[config.mk]
export PLATFORM = sky130hd
export DESIGN_NAME = paddle_emulator
export DESIGN_NICKNAME = d
export VERILOG_FILES = /design/src/rtl/paddle_emulator.sv
export SDC_FILE = /design/constraint.sdc
export NUM_CORES = 1
export LEC_CHECK = 0
export ABC_AREA = 1
export BUFFER_PORTS_ARGS = -buffer_cell sky130_fd_sc_hd__buf_2
export CORE_MARGIN = 2
export CORE_UTILIZATION = 54
export DETAILED_ROUTE_END_ITERATION = 10
export PLACE_DENSITY = 0.75
export SKIP_LAST_GASP = 1
export SYNTH_ARGS = -nofsm -noshare
export SYNTH_HDL_FRONTEND = slang
export SYNTH_SLANG_ARGS = --single-unit
export TNS_END_PERCENT = 10
[constraint.sdc]
create_clock -name clk -period 1.8 [get_ports clk]
set_input_delay 0.27 -clock clk [delete_from_list [all_inputs] [get_ports clk]]
set_output_delay 0.27 -clock clk [all_outputs]
set_load 0.01 [all_outputs]
[src/rtl/paddle_emulator.sv]
// Digital replacement for the 555 paddle: answers each game trigger with a pulse
// whose width is (BASE_UNITS+pos)*TICK_DIV clocks. Define PADDLE_QUAD_EN for encoder input.
module paddle_emulator #(
  parameter int TICK_DIV   = 909,
  parameter int BASE_UNITS = 16,
  parameter int POS_MAX    = 215,
  parameter int POS_INIT   = 107,
  parameter int STEP       = 2
) (
  input  logic       clk,
  input  logic       reset,
  input  logic       pad_trg_n,
  input  logic       btn_up,
  input  logic       btn_dn,
`ifdef PADDLE_QUAD_EN
  input  logic       quad_a,
  input  logic       quad_b,
`endif
  output logic       pad_out,
  output logic       busy,
  output logic [7:0] pos
);

  localparam int TICK_W = (TICK_DIV > 1) ? $clog2(TICK_DIV) : 1;
  localparam logic [TICK_W-1:0] TICK_RELOAD = TICK_W'(TICK_DIV - 1);

  localparam logic [0:0] ST_IDLE  = 1'b0;
  localparam logic [0:0] ST_PULSE = 1'b1;

  logic [0:0]        state;
  logic [TICK_W-1:0] tick;
  logic [7:0]        units;
  logic [7:0]        pos_nxt;

  logic       trg_s1, trg_s2, trg_s3;
  logic [2:0] vld;
  logic       armed;
  logic       trig;
  logic       trig_accept;

  // vld tracks how far real samples have travelled down the synchronizers after reset;
  // armed demands one genuine high sample so a trigger held through reset is not taken.
  always_ff @(posedge clk or posedge reset) begin
    if (reset) begin
      trg_s1 <= 1'b1;
      trg_s2 <= 1'b1;
      trg_s3 <= 1'b1;
      vld    <= 3'b000;
      armed  <= 1'b0;
    end else begin
      // NOTE: non-blocking assignments make the chain shift by one stage per clock.
      trg_s1 <= pad_trg_n;
      trg_s2 <= trg_s1;
      trg_s3 <= trg_s2;
      vld    <= {vld[1:0], 1'b1};
      if (vld[1] && trg_s2) armed <= 1'b1;
    end
  end

  assign trig        = armed & trg_s3 & ~trg_s2;
  assign trig_accept = trig && (state == ST_IDLE);

`ifdef PADDLE_QUAD_EN
  logic       qa_s1, qa_s2, qb_s1, qb_s2;
  logic [1:0] q_prev;
  logic       q_up, q_dn;
  logic       unused_btn;

  assign unused_btn = btn_up ^ btn_dn;

  always_ff @(posedge clk or posedge reset) begin
    if (reset) begin
      qa_s1  <= 1'b0;
      qa_s2  <= 1'b0;
      qb_s1  <= 1'b0;
      qb_s2  <= 1'b0;
      q_prev <= 2'b00;
    end else begin
      qa_s1  <= quad_a;
      qa_s2  <= qa_s1;
      qb_s1  <= quad_b;
      qb_s2  <= qb_s1;
      q_prev <= {qa_s2, qb_s2};
    end
  end

  // Forward Gray order is 00->01->11->10->00; double-bit changes fall to default.
  always_comb begin
    q_up = 1'b0;
    q_dn = 1'b0;
    if (vld[2]) begin
      case ({q_prev, qa_s2, qb_s2})
        4'b0001, 4'b0111, 4'b1110, 4'b1000: q_up = 1'b1;
        4'b0010, 4'b1011, 4'b1101, 4'b0100: q_dn = 1'b1;
        default: ;
      endcase
    end
  end

  always_comb begin
    // NOTE: assigning a default first keeps this block purely combinational (no latch).
    pos_nxt = pos;
    if (q_up && pos != 8'(POS_MAX))
      pos_nxt = pos + 8'd1;
    else if (q_dn && pos != 8'd0)
      pos_nxt = pos - 8'd1;
  end
`else
  logic [8:0] pos_wide;

  // The 9-bit intermediate exposes underflow in bit 8 and overflow above POS_MAX.
  always_comb begin
    pos_nxt  = pos;
    pos_wide = {1'b0, pos};
    if (trig_accept) begin
      if (btn_up && !btn_dn) begin
        pos_wide = {1'b0, pos} - 9'(STEP);
        pos_nxt  = pos_wide[8] ? 8'd0 : pos_wide[7:0];
      end else if (btn_dn && !btn_up) begin
        pos_wide = {1'b0, pos} + 9'(STEP);
        pos_nxt  = (pos_wide > 9'(POS_MAX)) ? 8'(POS_MAX) : pos_wide[7:0];
      end
    end
  end
`endif

  always_ff @(posedge clk or posedge reset) begin
    if (reset) pos <= 8'(POS_INIT);
    else       pos <= pos_nxt;
  end

  always_ff @(posedge clk or posedge reset) begin
    if (reset) begin
      state   <= ST_IDLE;
      tick    <= '0;
      units   <= 8'd0;
      pad_out <= 1'b0;
      busy    <= 1'b0;
    end else begin
      case (state)
        ST_IDLE: begin
          if (trig_accept) begin
            units   <= 8'(BASE_UNITS) + pos;
            tick    <= TICK_RELOAD;
            pad_out <= 1'b1;
            busy    <= 1'b1;
            state   <= ST_PULSE;
          end
        end
        ST_PULSE: begin
          if (tick == '0) begin
            if (units == 8'd1) begin
              pad_out <= 1'b0;
              busy    <= 1'b0;
              state   <= ST_IDLE;
            end else begin
              units <= units - 8'd1;
              tick  <= TICK_RELOAD;
            end
          end else begin
            tick <= tick - 1'b1;
          end
        end
        default: state <= ST_IDLE;
      endcase
    end
  end

endmodule

# Yosys cells after proc, flatten, opt, wreduce, memory -nomap -nowiden
# Index checks and enable logic that the tools add are counted.
# W data, S select, Z words.
# word_totals
output_inout_bits	10
wordCells	58
register_bits	34
in_bits	5
# classes
n_reduce_logical	12
bitwise	4
add_sub_neg	5
magnitude_cmp	1
n_mux	20
eq_ne	6
# ops
op	n
$mux W8	7
$mux W10	3
$pmux W10 S2	1
$pmux W8 S2	1
$logic_not A10 Y1	1
$sub A10 B1 Y10 const B	1
$add A8 B2 Y9 const B	1
$gt A9 B8 Y1 const B	1
$sub A8 B2 Y9 const B	1
$add A5 B8 Y8 const A	1
$eq A8 B1 Y1 const B	1
$sub A8 B1 Y8 const B	1
$mux W1	6
$reduce_and A3 Y1	2
$logic_and A1 B1 Y1	4
$ne A2 B1 Y1 const B	2
$ne A2 B2 Y1 const B	2
$pmux W1 S2	2
$reduce_and A2 Y1	2
$ne A3 B3 Y1 const B	1
$and A1 B1 Y1	2
$logic_not A1 Y1	2
$not A1 Y1	2
$reduce_bool A2 Y1	1

# Depth between registers and ports, before layout
# Gate-level depths: netlist of the first run.
# depth
depth_word	5
ltp_mapped	14
ltp_nobuf	13

# Worst setup path before layout of the first run
# OpenSTA, ideal clock, no wires.
# synth_path
kind	flip-flop to flip-flop
startpoint	reg pos[1]
endpoint	reg pos[1]
path_slack_ps	-36
synth_period_minus_slack_ps	1836
arrival_ps	1776
t_required_ps	1740
n_path_buf	1
setup_ps	60
stages_incl_launch_ff	15
path_cell_list	dfstp_2 buf_2 inv_1 ha_1 inv_1 nor2_1 o21ai_0 nand2_1 nand2_1 nand2_1 nand2_1 nand2_1 nand2_1 nand2_1 nand2_1
# synth_via
elab_chain_len	5
elab_cells_between_ends	7
cone_classes	add/sub: 2; order compare: 1; mux: 4
# synth_rtl
element	line_no	text
from (decl)	21	output logic [7:0] pos
from (signal assigned)	128	if (reset) pos <= 8'(POS_INIT);
from (signal assigned)	129	else pos <= pos_nxt;
$add A8 B2 Y9	120	pos_wide = {1'b0, pos} + 9'(STEP);
$gt A9 B8 Y1	121	pos_nxt = (pos_wide > 9'(POS_MAX)) ? 8'(POS_MAX) : pos_wide[7:0];
$mux W8	121	
$mux W8	119	end else if (btn_dn && !btn_up) begin
$mux W8 *	116	if (btn_up && !btn_dn) begin
# Every way passes the cells marked *; elsewhere a longest branch is shown, timed or not. The select of a mux whose other input is x is not followed.
# A chain may end at the register's enable or synchronous reset.

# Worst setup path in the final report of the first run
# layout_path
startpoint	reg tick[0]
endpoint	reg units[5]
# layout_via
elab_chain_len	3
# layout_rtl
element	line_no	text
from (decl)	31	logic [TICK_W-1:0] tick;
from (signal assigned)	161	tick <= tick - 1'b1;
$logic_not A10 Y1	151	if (tick == '0) begin
$ne A2 B1 Y1 (no source line)	n/a	
$reduce_and A3 Y1 (no source line)	n/a	
to (signal assigned)	143	units <= 8'(BASE_UNITS) + pos;
to (signal assigned)	157	units <= units - 8'd1;
to (decl)	32	logic [7:0] units;
# No other way between the ends.

==> flow_summary.json, run 1 <==
{
  "run_status": "finished, final reports clean",
  "cts_tree": "yes",
  "total_power_w": 0.003162,
  "drive_gt1_frac": 0.2123,
  "synth-simple-area-share": 0.3009,
  "rsz0062_at_grt": "true",
  "drc_errors": 0,
  "drt-initial-drc-count": 132,
  "seqPwrFrac": 0.398,
  "worstSkewPairLatency_ns": 0.30,
  "crit_arrival_ns": 1.90,
  "yosys_warnings": 0,
  "switching_share": 0.3776,
  "cp_max_fo": 13,
  "synth_edf_count": 0,
  "power_leakage_nw": 1.222,
  "synth-compound-area-share": 0.1327,
  "antenna_found_initial": 0,
  "num_io_pins": 15,
  "drv_cap": 0,
  "clock_sinks": 34,
  "setup_viol": 0,
  "place_inst": 359,
  "fin_cells": 373,
  "critPathBufInv": 2,
  "reg2regPathDepth": 10,
  "slowest_stage": "dfrtp_1",
  "clock_power_share": 0.233,
  "drv_slew": 0,
  "synth_ff_type": "dfrtp_1",
  "areaGrowthSynthToFinish_pct": 16.94,
  "synthMuxAreaShare": 0,
  "holdCritPathClass": "input pin to asynchronous set/reset pin",
  "num-nets-final": 338,
  "synth-seq-cells": 34,
  "synth.avg_cell_area_um2": 7.387,
  "fmax_ghz": 0.5962,
  "cts_buffers": 5,
  "period_minus_slack_ns": 1.677,
  "pwr_density_cell_mw_per_mm2": 1258,
  "post-route-util": 0.6715,
  "gp_congestion": 0.9071,
  "first_pass_iters": 4,
  "grt_first_pass_wirelength_um": 8024,
  "finalClockSkew_ns": 0.009425,
  "htreeDepth": 2,
  "portBuffers": 14,
  "synth-xor-area-share": 0.02445,
  "fp.dieW_um": 67.09,
  "die_h_um": 67.09,
  "p_switching_w": 0.001194,
  "max_stage_delay_ns": 0.40,
  "async_flop_share": 1.000,
  "dp_hpwl_um": 3349,
  "clockRootBuffer": "clkbuf_8",
  "start_util": 0.5742,
  "cts.clk_slew.worst_paths_ns": 0.08,
  "synthAdderAreaFrac": 0.05239,
  "timing.rr.start": "tick[0]",
  "finalCritPeriodShare": 0.9319,
  "antennaDiodeCount": 0,
  "crit_type": "flip-flop to flip-flop",
  "grt_pass1_vias": 1761,
  "synth_cells": 291,
  "final_antenna_net_count": 0,
  "vias_per_cell": 5.330,
  "crit_family": "simple AND/OR/NAND/NOR gates",
  "synthesis.area_mm2": 0.002150,
  "crit_chain": "inv_1 -> ha_1 -> nand2_1 -> nor2_2 -> nand2_2 -> nand2_4 -> nand3_4 -> inv_8 -> nand2_1 -> a21oi_1",
  "core_area_mm2": 0.003744,
  "fin_hold_ws_ns": 0.05502,
  "die-area_mm2": 0.004501,
  "synthesis.nets": 305,
  "hold_viol": 0,
  "fin_tns_setup_ns": 0,
  "grt-ovfl-total": 0,
  "crit_path_start_kind": "flip-flop",
  "grt_max_degree": 35,
  "worstReg2RegEnd": "units[5]",
  "rows": 22,
  "path_common_cell": "nand2_1",
  "clk_path_buf_depth": 2,
  "synth_cell_types": 34,
  "combPwrFrac": 0.369,
  "worstPathRequired_ns": 2.02,
  "crit_path_end_kind": "flip-flop",
  "ys_seq_area_frac": 0.4005,
  "synth_top_family_by_area": "simple AND/OR/NAND/NOR gates",
  "wl_per_cell_um": 12.99,
  "num_vias": 1988,
  "grt_use_total": 0.2423,
  "routed_wl_um": 4844,
  "intPower_w": 0.001968,
  "irDropWorstVdd_mv": 0.6384,
  "reg2reg_slack_ns": 0.12
}
synth_stat cells, types with 2 or more instances:
| cell type | count | share of area |
|---|---|---|
| nand3_1 | 20 | 0.047 |
| a21boi_0 | 2 | 0.0070 |
| dfrtp_1 | 26 | 0.30 |
| nand2_2 | 2 | 0.0058 |
| o21ai_2 | 4 | 0.016 |
| nand4_1 | 4 | 0.012 |
| buf_2 | 3 | 0.0070 |
| xor2_1 | 6 | 0.024 |
| nand3b_1 | 2 | 0.0070 |
| dfstp_2 | 8 | 0.098 |
| a21oi_1 | 8 | 0.019 |
| nand2_1 | 79 | 0.14 |
| inv_1 | 34 | 0.059 |
| ha_1 | 9 | 0.052 |
| nor2_1 | 36 | 0.063 |
| nor2_2 | 3 | 0.0087 |
| o21ai_0 | 28 | 0.065 |
metrics by stage:
step	instance area, um2	setup WS (ns)
final	2514	0.1226
after global routing	2514	-0.03165
after CTS	2444	0.004895
after detailed placement	2320	0.01396
after global placement	2320	0.07288
after floorplan	2152	0.004679
metal layers:
metal  GRT usage  wire, um  vias up
met5           0         0        -
met4      0.1122        87        0
met3     0.05574       262       10
met2      0.3700      2335       58
met1      0.3237      2158      923
li1            -         -      997
cells by family (layout without fill, tap and decap cells):
kind of cell | Yosys count | count (layout)
AOI/OAI and AO/OA | 49 | 49
xor gates and xnor gates | 6 | 6
adders and majority gates | 9 | 9
buffers and inverters | 42 | 75
DFF | 34 | 34
other | 1 | 1
and+or+nand+nor | 150 | 151
power groups by stage:
stage,Sequential (W),Clock [W],Combinational (W)
global route,0.00130,0.000785,0.00136
global placement,0.00125,0,0.00107
floorplan,0.00121,0,0.000860
finish,0.00126,0.000738,0.00117
CTS,0.00125,0.000756,0.00112
detailed placement,0.00126,0,0.00110
final cells by class:
| class | count | area [um2] |
|---|---|---|
| clock buffers | 7 | 86.33 |
| multi-input cells | 216 | 1136 |
| inverters | 36 | 142.6 |
| flip-flops and latches | 34 | 860.8 |
| repair buffers | 31 | 197.7 |
| fillers | 350 | 1230 |
| clock inverters | 1 | 30.03 |
| well taps | 48 | 60.06 |
cell usage in the layout (no fill, tap or decap), types with 2 or more instances in the layout:
| cell type | n |
|---|---|
| o21ai_0 | 26 |
| nand3b_1 | 2 |
| nor2_2 | 4 |
| nand2_2 | 4 |
| clkbuf_8 | 6 |
| dfrtp_1 | 26 |
| a21oi_1 | 8 |
| nand3_1 | 20 |
| inv_1 | 32 |
| dfstp_2 | 8 |
| inv_2 | 2 |
| nand4_1 | 4 |
| ha_2 | 2 |
| ha_1 | 6 |
| a21boi_0 | 2 |
| buf_2 | 14 |
| xor2_1 | 6 |
| o21ai_2 | 4 |
| o21ai_1 | 3 |
| buf_4 | 17 |
| nor2_1 | 35 |
| nand2_1 | 77 |
sequential cells by signal (all words and copies together) (netlist names):
signal and count:
trg_s3 1, tick 10, units 8, pos 8, busy 1, trg_s1 1
state 1, armed 1, trg_s2 1, vld 2
timing repair:
action                     4_1_cts  5_1_grt
resized for setup                0       12
hold endpoints to repair         0        0
buffers inserted                 1        4
cloned                           0        1
pin swaps                        0        3
setup endpoints to repair        1       17
hold buffers                     0        0
worst max-delay path by stage:
| stage | start | endpoint | cells after the start |
|---|---|---|---|
| 2_1_floorplan | pos[1] | pos[1] | 14 |
| 3_3_place_gp | pos[1] | pos[1] | 13 |
| 3_5_place_dp | pos[1] | pos[1] | 13 |
| 4_1_cts | pos[1] | pos[1] | 13 |
| 5_1_grt | pos[1] | pos[1] | 11 |
| 6_report | tick[0] | units[5] | 10 |
worst reg2reg max path, cell delays in order (launching register included):
cell,delay (ns)
dfrtp_1,0.40
inv_1,0.08
ha_1,0.16
nand2_1,0.12
nor2_2,0.15
nand2_2,0.10
nand2_4,0.13
nand3_4,0.15
inv_8,0.13
nand2_1,0.06
a21oi_1,0.12
Note: power is estimated with default switching activity, not from simulation.
==> run 2: changes to the inputs <==
--- a/config.mk
+++ b/config.mk
@@ -6,11 +6,12 @@
 export NUM_CORES = 1
 export LEC_CHECK = 0
 export ABC_AREA = 1
+export ABC_CLOCK_PERIOD_IN_PS = 1800
 export BUFFER_PORTS_ARGS = -buffer_cell sky130_fd_sc_hd__buf_2
 export CORE_MARGIN = 2
 export CORE_UTILIZATION = 54
 export DETAILED_ROUTE_END_ITERATION = 10
-export PLACE_DENSITY = 0.75
+export PLACE_DENSITY = 0.8
 export SKIP_LAST_GASP = 1
 export SYNTH_ARGS = -nofsm -noshare
 export SYNTH_HDL_FRONTEND = slang
==> run 2 against run 1 <==
Sequential power is essentially flat. Wire length is 5.4% lower. Utilization down 1.4 points. Fmax is 2.6% lower. Final area down 2.1%. Cell count is 1.1% lower. Worst setup slack worse by 0.044 ns. Highest routed layer unchanged. Sequential share of layout area is 0.73 points higher.
==> flow_summary.json, run 2 (synthesis results as in run 1) <==
{
  "run_status": "finished, final reports clean",
  "fmax_ghz": 0.5809,
  "pwr_density_cell_mw_per_mm2": 1221,
  "htreeDepth": 2,
  "fp.dieW_um": 67.09,
  "finalCritPeriodShare": 0.9563,
  "num_vias": 1942,
  "largest_registers": "tick: 10 flops, pos: 8 flops, units: 8 flops",
  "path_common_cell": "nand2_1",
  "max_stage_delay_ns": 0.60,
  "worstPathRequired_ns": 2.04,
  "areaGrowthSynthToFinish_pct": 14.49,
  "busiest_layer": "met2",
  "gr-usage-met3": 0.04730,
  "rows": 22,
  "use_met1": 0.3143,
  "top_register": "tick",
  "drc_errors": 0,
  "gp_congestion": 0.9250,
  "reg2regPathDepth": 11,
  "rsz0062_at_grt": "true",
  "fill_cells": 334,
  "clock_sinks": 34,
  "start_util": 0.5742,
  "die_h_um": 67.09,
  "crit_type": "flip-flop to flip-flop",
  "post-route-util": 0.6574,
  "holdCritPathClass": "input pin to asynchronous set/reset pin",
  "vias_per_cell": 5.263,
  "power_leakage_nw": 1.199,
  "worstReg2RegEnd": "pos[1]",
  "largest_reg_flops": 10,
  "grt-ovfl-total": 0,
  "hold_buffers": 0,
  "hold_viol": 0,
  "worstSkewPairLatency_ns": 0.30,
  "grt_use_total": 0.2272,
  "drt-initial-drc-count": 137,
  "place_inst": 358,
  "drv_slew": 0,
  "fin_hold_ws_ns": 0.05079,
  "clockRootBuffer": "clkbuf_8",
  "drive_gt1_frac": 0.1963,
  "grt_pass1_vias": 1707,
  "final_common_cell": "nand2_1",
  "cp_max_fo": 7,
  "reg2reg_slack_ns": 0.08,
  "drv_cap": 0,
  "crit_family": "simple AND/OR/NAND/NOR gates",
  "crit_chain": "ha_1 -> nand4_1 -> nand2_1 -> nand2_1 -> nor2_2 -> nand2_2 -> nand2_1 -> nand2_1 -> nand2_1 -> nand2_1 -> nand2_1",
  "timing.rr.start": "pos[5]",
  "cts.clk_slew.worst_paths_ns": 0.08,
  "num_io_pins": 15,
  "clk_path_buf_depth": 2,
  "portBuffers": 14,
  "cts_tree": "yes",
  "antenna_found_initial": 0,
  "period_minus_slack_ns": 1.721,
  "first_pass_iters": 5,
  "dp_hpwl_um": 3228,
  "final_antenna_net_count": 0,
  "die-area_mm2": 0.004501,
  "cts_buffers": 5,
  "final_cell_mix": "77 x nand2_1, 35 x nor2_1, 33 x inv_1",
  "crit_arrival_ns": 1.96,
  "routed_wl_um": 4583,
  "core_area_mm2": 0.003744,
  "wl_per_cell_um": 12.42,
  "crit_path_start_kind": "flip-flop",
  "fin_cells": 369,
  "crit_path_end_kind": "flip-flop",
  "setup_viol": 0,
  "slowest_stage": "dfstp_2",
  "num-nets-final": 334,
  "grt_max_degree": 35,
  "antennaDiodeCount": 0,
  "grt_first_pass_wirelength_um": 7590,
  "gr-usage-met2": 0.3453,
  "critPathBufInv": 0,
  "irDropWorstVdd_mv": 0.7029,
  "finalClockSkew_ns": 0.01154
}
-- run 2: worst reg2reg max path, cell delays in order (launching register included) --
cell and delay (ns):
dfstp_2 0.60, ha_1 0.21, nand4_1 0.12, nand2_1 0.08, nand2_1 0.08, nor2_2 0.15
nand2_2 0.09, nand2_1 0.10, nand2_1 0.07, nand2_1 0.06, nand2_1 0.05, nand2_1 0.06
-- run 2: worst max-delay path by stage --
stage                     cells past startpoint  endpoint   start  slack, ns
after floorplan                              14    pos[1]  pos[1]      0.005
after global placement                       13    pos[1]  pos[1]       0.11
after detailed placement                     13    pos[1]  pos[1]       0.01
after CTS                                    13    pos[1]  pos[1]      0.001
after global routing                         13    pos[1]  pos[1]      -0.04
final                                        11    pos[1]  pos[5]       0.08
-- run 2: through the flow --
step / setup WS (ns) / area, um2 / total power (W) / TNS (ns)
finish: 0.07861 / 2461 / 0.003004 / 0
global route: -0.04275 / 2461 / 0.003259 / -0.1022
CTS: 0.001070 / 2410 / 0.002965 / 0
detailed placement: 0.01289 / 2312 / 0.002355 / 0
global placement: 0.1059 / 2312 / 0.002316 / 0
floorplan: 0.004679 / 2152 / 0.002074 / 0
-- run 2: metal layers --
layer,routed length [um],vias up
met3,252,10
met4,101,0
met5,0,-
li1,-,983
met2,2130,61
met1,2097,888
-- run 2: cell type report --
cell class / instances / area, um2 / area share
clock buffers: 6 / 82.58 / 0.03355
flip-flops and latches: 34 / 860.8 / 0.3498
well taps: 48 / 60.06 / 0.02440
inverters: 36 / 142.6 / 0.05796
repair buffers: 28 / 175.2 / 0.07117
clock inverters: 2 / 12.51 / 0.005084
multi-input cells: 215 / 1127 / 0.4581
-- run 2: power by group --
| part | total [W] | switching [W] | internal, W | leakage (nW) |
|---|---|---|---|---|
| registers | 0.00125 | 0.000235 | 0.00102 | 0.391 |
| clock network | 0.000608 | 0.000300 | 0.000308 | 0.0472 |
| logic | 0.00114 | 0.000662 | 0.000480 | 0.761 |
-- run 2: repair_timing --
action	in CTS	in global routing
endpoints found under the setup margin	2	11
buffers inserted	0	3
gates resized for setup	2	7
pin swaps	1	1
==> run 3: changes to the inputs <==
--- a/config.mk
+++ b/config.mk
@@ -6,7 +6,7 @@
 export NUM_CORES = 1
 export LEC_CHECK = 0
 export ABC_AREA = 1
-export ABC_CLOCK_PERIOD_IN_PS = 1800
+export ABC_CLOCK_PERIOD_IN_PS = 1450
 export BUFFER_PORTS_ARGS = -buffer_cell sky130_fd_sc_hd__buf_2
 export CORE_MARGIN = 2
 export CORE_UTILIZATION = 54
==> constraint.sdc (replaced) <==
create_clock -name clk -period 1.45 [get_ports clk]
set_input_delay 0.2175 -clock clk [delete_from_list [all_inputs] [get_ports clk]]
set_output_delay 0.2175 -clock clk [all_outputs]
set_load 0.01 [all_outputs]
==> run 3 against run 2 <==
The flow now finishes with violations (negative hold slack, negative setup slack). Total power increased by 53%. Critical path depth rose by 2. Count of clock-buffer cells in the layout shrank 1. Flip-flop and latch count unchanged. Utilization up 11 points. Clock power grew 76%. Fmax is 1.5% higher. Global-route usage is 4.5 points higher. Final area increased by 16%. Largest cell class unchanged. Highest routed layer unchanged.
==> flow_summary.json, run 3 (synthesis results as in run 1) <==
{
  "run_status": "complete, but fails checks",
  "violations": "negative hold slack, negative setup slack",
  "rsz0062_at_grt": "true",
  "grt_use_total": 0.2726,
  "final_common_cell": "nand2_1",
  "grt_max_degree": 35,
  "postCtsSetupBuffers": 0,
  "cts_buffers": 5,
  "largest_reg_flops": 10,
  "top_register": "tick",
  "largest_registers": "tick: 10 flops, pos: 8 flops, units: 8 flops",
  "final_cell_mix": "75 x nand2_1, 57 x buf_4, 34 x nor2_1",
  "pwr_density_cell_mw_per_mm2": 1608,
  "gp_congestion": 0.8778,
  "die-area_mm2": 0.004501,
  "portBuffers": 14,
  "worst_slack_ns": -0.2460,
  "grt_first_pass_wirelength_um": 9170,
  "crit_path_end_kind": "flip-flop",
  "clk_path_buf_depth": 2,
  "setup_viol": 27,
  "holdCritPathClass": "input pin to asynchronous set/reset pin",
  "num-nets-final": 378,
  "path_common_cell": "nand2_1",
  "clockRootBuffer": "clkbuf_8",
  "fill_cells": 260,
  "finalClockSkew_ns": 0.008254,
  "dp_hpwl_um": 3884,
  "grt-ovfl-total": 0,
  "drt-initial-drc-count": 159,
  "cts.clk_slew.worst_paths_ns": 0.08,
  "clock_sinks": 34,
  "irDropWorstVdd_mv": 0.7529,
  "critPathBufInv": 2,
  "hold_viol": 1,
  "fp.dieW_um": 67.09,
  "wl_per_cell_um": 13.31,
  "start_util": 0.5742,
  "core_area_mm2": 0.003744,
  "reg2regPathDepth": 13,
  "areaGrowthSynthToFinish_pct": 33.29,
  "drv_cap": 0,
  "num_vias": 2215,
  "slowest_stage": "dfstp_2",
  "rows": 22,
  "crit_chain": "inv_4 -> ha_4 -> inv_2 -> nor2_2 -> o21ai_1 -> nand2_1 -> nand2_1 -> nand2_2 -> nand2_2 -> nand2_2 -> nand2_1 -> nand2_1 -> nand2_1",
  "antennaDiodeCount": 0,
  "worstPathRequired_ns": 1.68,
  "power_leakage_nw": 1.432,
  "first_pass_iters": 5,
  "worstSkewPairLatency_ns": 0.30,
  "crit_family": "flip-flops",
  "drc_errors": 0,
  "drive_gt1_frac": 0.3123,
  "reg2reg_slack_ns": -0.25,
  "routed_wl_um": 5497,
  "vias_per_cell": 5.363,
  "crit_type": "flip-flop to flip-flop",
  "drv_slew": 0,
  "cts_tree": "yes",
  "period_minus_slack_ns": 1.696,
  "num_io_pins": 15,
  "crit_path_start_kind": "flip-flop",
  "cp_max_fo": 4,
  "max_stage_delay_ns": 0.61,
  "crit_arrival_ns": 1.92,
  "die_h_um": 67.09,
  "timing.rr.start": "pos[1]",
  "final_antenna_net_count": 0,
  "worstReg2RegEnd": "pos[1]",
  "fmax_ghz": 0.5896,
  "total_power_w": 0.004606,
  "finalCritPeriodShare": 1.170,
  "antenna_found_initial": 0,
  "fin_hold_ws_ns": -0.0007497,
  "htreeDepth": 2,
  "grt_pass1_vias": 2021
}
-- run 3: report_power, final --
part           internal (W)  leakage [nW]  switching, W
sequential          0.00126         0.391      0.000253
combinational      0.000969         0.973       0.00105
clock              0.000689        0.0683      0.000380
total               0.00292          1.43       0.00168
-- run 3: how the worst max path moves through the flow --
stage / startpoint / end / slack [ns] / cells past startpoint
2_1_floorplan: pos[1] / pos[1] / -0.20 / 14
3_3_place_gp: pos[5] / pos[1] / -0.16 / 11
3_5_place_dp: pos[1] / pos[1] / -0.21 / 12
4_1_cts: tick[1] / tick[5] / -0.22 / 11
5_1_grt: pos[5] / pos[1] / -0.36 / 11
6_report: pos[1] / pos[1] / -0.25 / 13
-- run 3: what timing repair did --
action,4_1_cts,5_1_grt
cloned,0,0
gates resized for setup,6,5
endpoints found under the setup margin,27,28
pin swaps,0,2
hold buffers,0,0
-- run 3: tightest hold or removal path, delay by kind of cell --
kind     cells  cell delay, ns
buf+inv      3            0.50
-- run 3: final cells by class --
| type | count | area, um2 | share of cell area |
|---|---|---|---|
| Sequential cell | 34 | 860.8 | 0.3004 |
| Timing Repair Buffer | 72 | 518.0 | 0.1808 |
| Clock buffer | 5 | 68.82 | 0.02402 |
| Clock inverter | 3 | 68.82 | 0.02402 |
| Tap cell | 48 | 60.06 | 0.02096 |
| Multi-Input combinational cell | 215 | 1149 | 0.4009 |
| Inverter | 36 | 140.1 | 0.04891 |
-- run 3: stage by stage --
step	area, um2	instances	setup WS, ns	setup TNS, ns	utilization
2_1_floorplan	2173	291	-0.1983	-1.911	-
6_report	2865	413	-0.2460	-3.924	0.7654
3_5_place_dp	2695	405	-0.2125	-2.345	0.7199
4_1_cts	2845	413	-0.2187	-3.587	0.7600
5_1_grt	2865	413	-0.3612	-7.110	0.7654
3_3_place_gp	2695	405	-0.1571	-1.235	0.7199
-- run 3: routing by layer --
| layer | routed length, um | GRT usage |
|---|---|---|
| met5 | 0 | 0 |
| met4 | 113 | 0.09184 |
| met3 | 337 | 0.06250 |
| met2 | 2605 | 0.4431 |
| met1 | 2440 | 0.3546 |
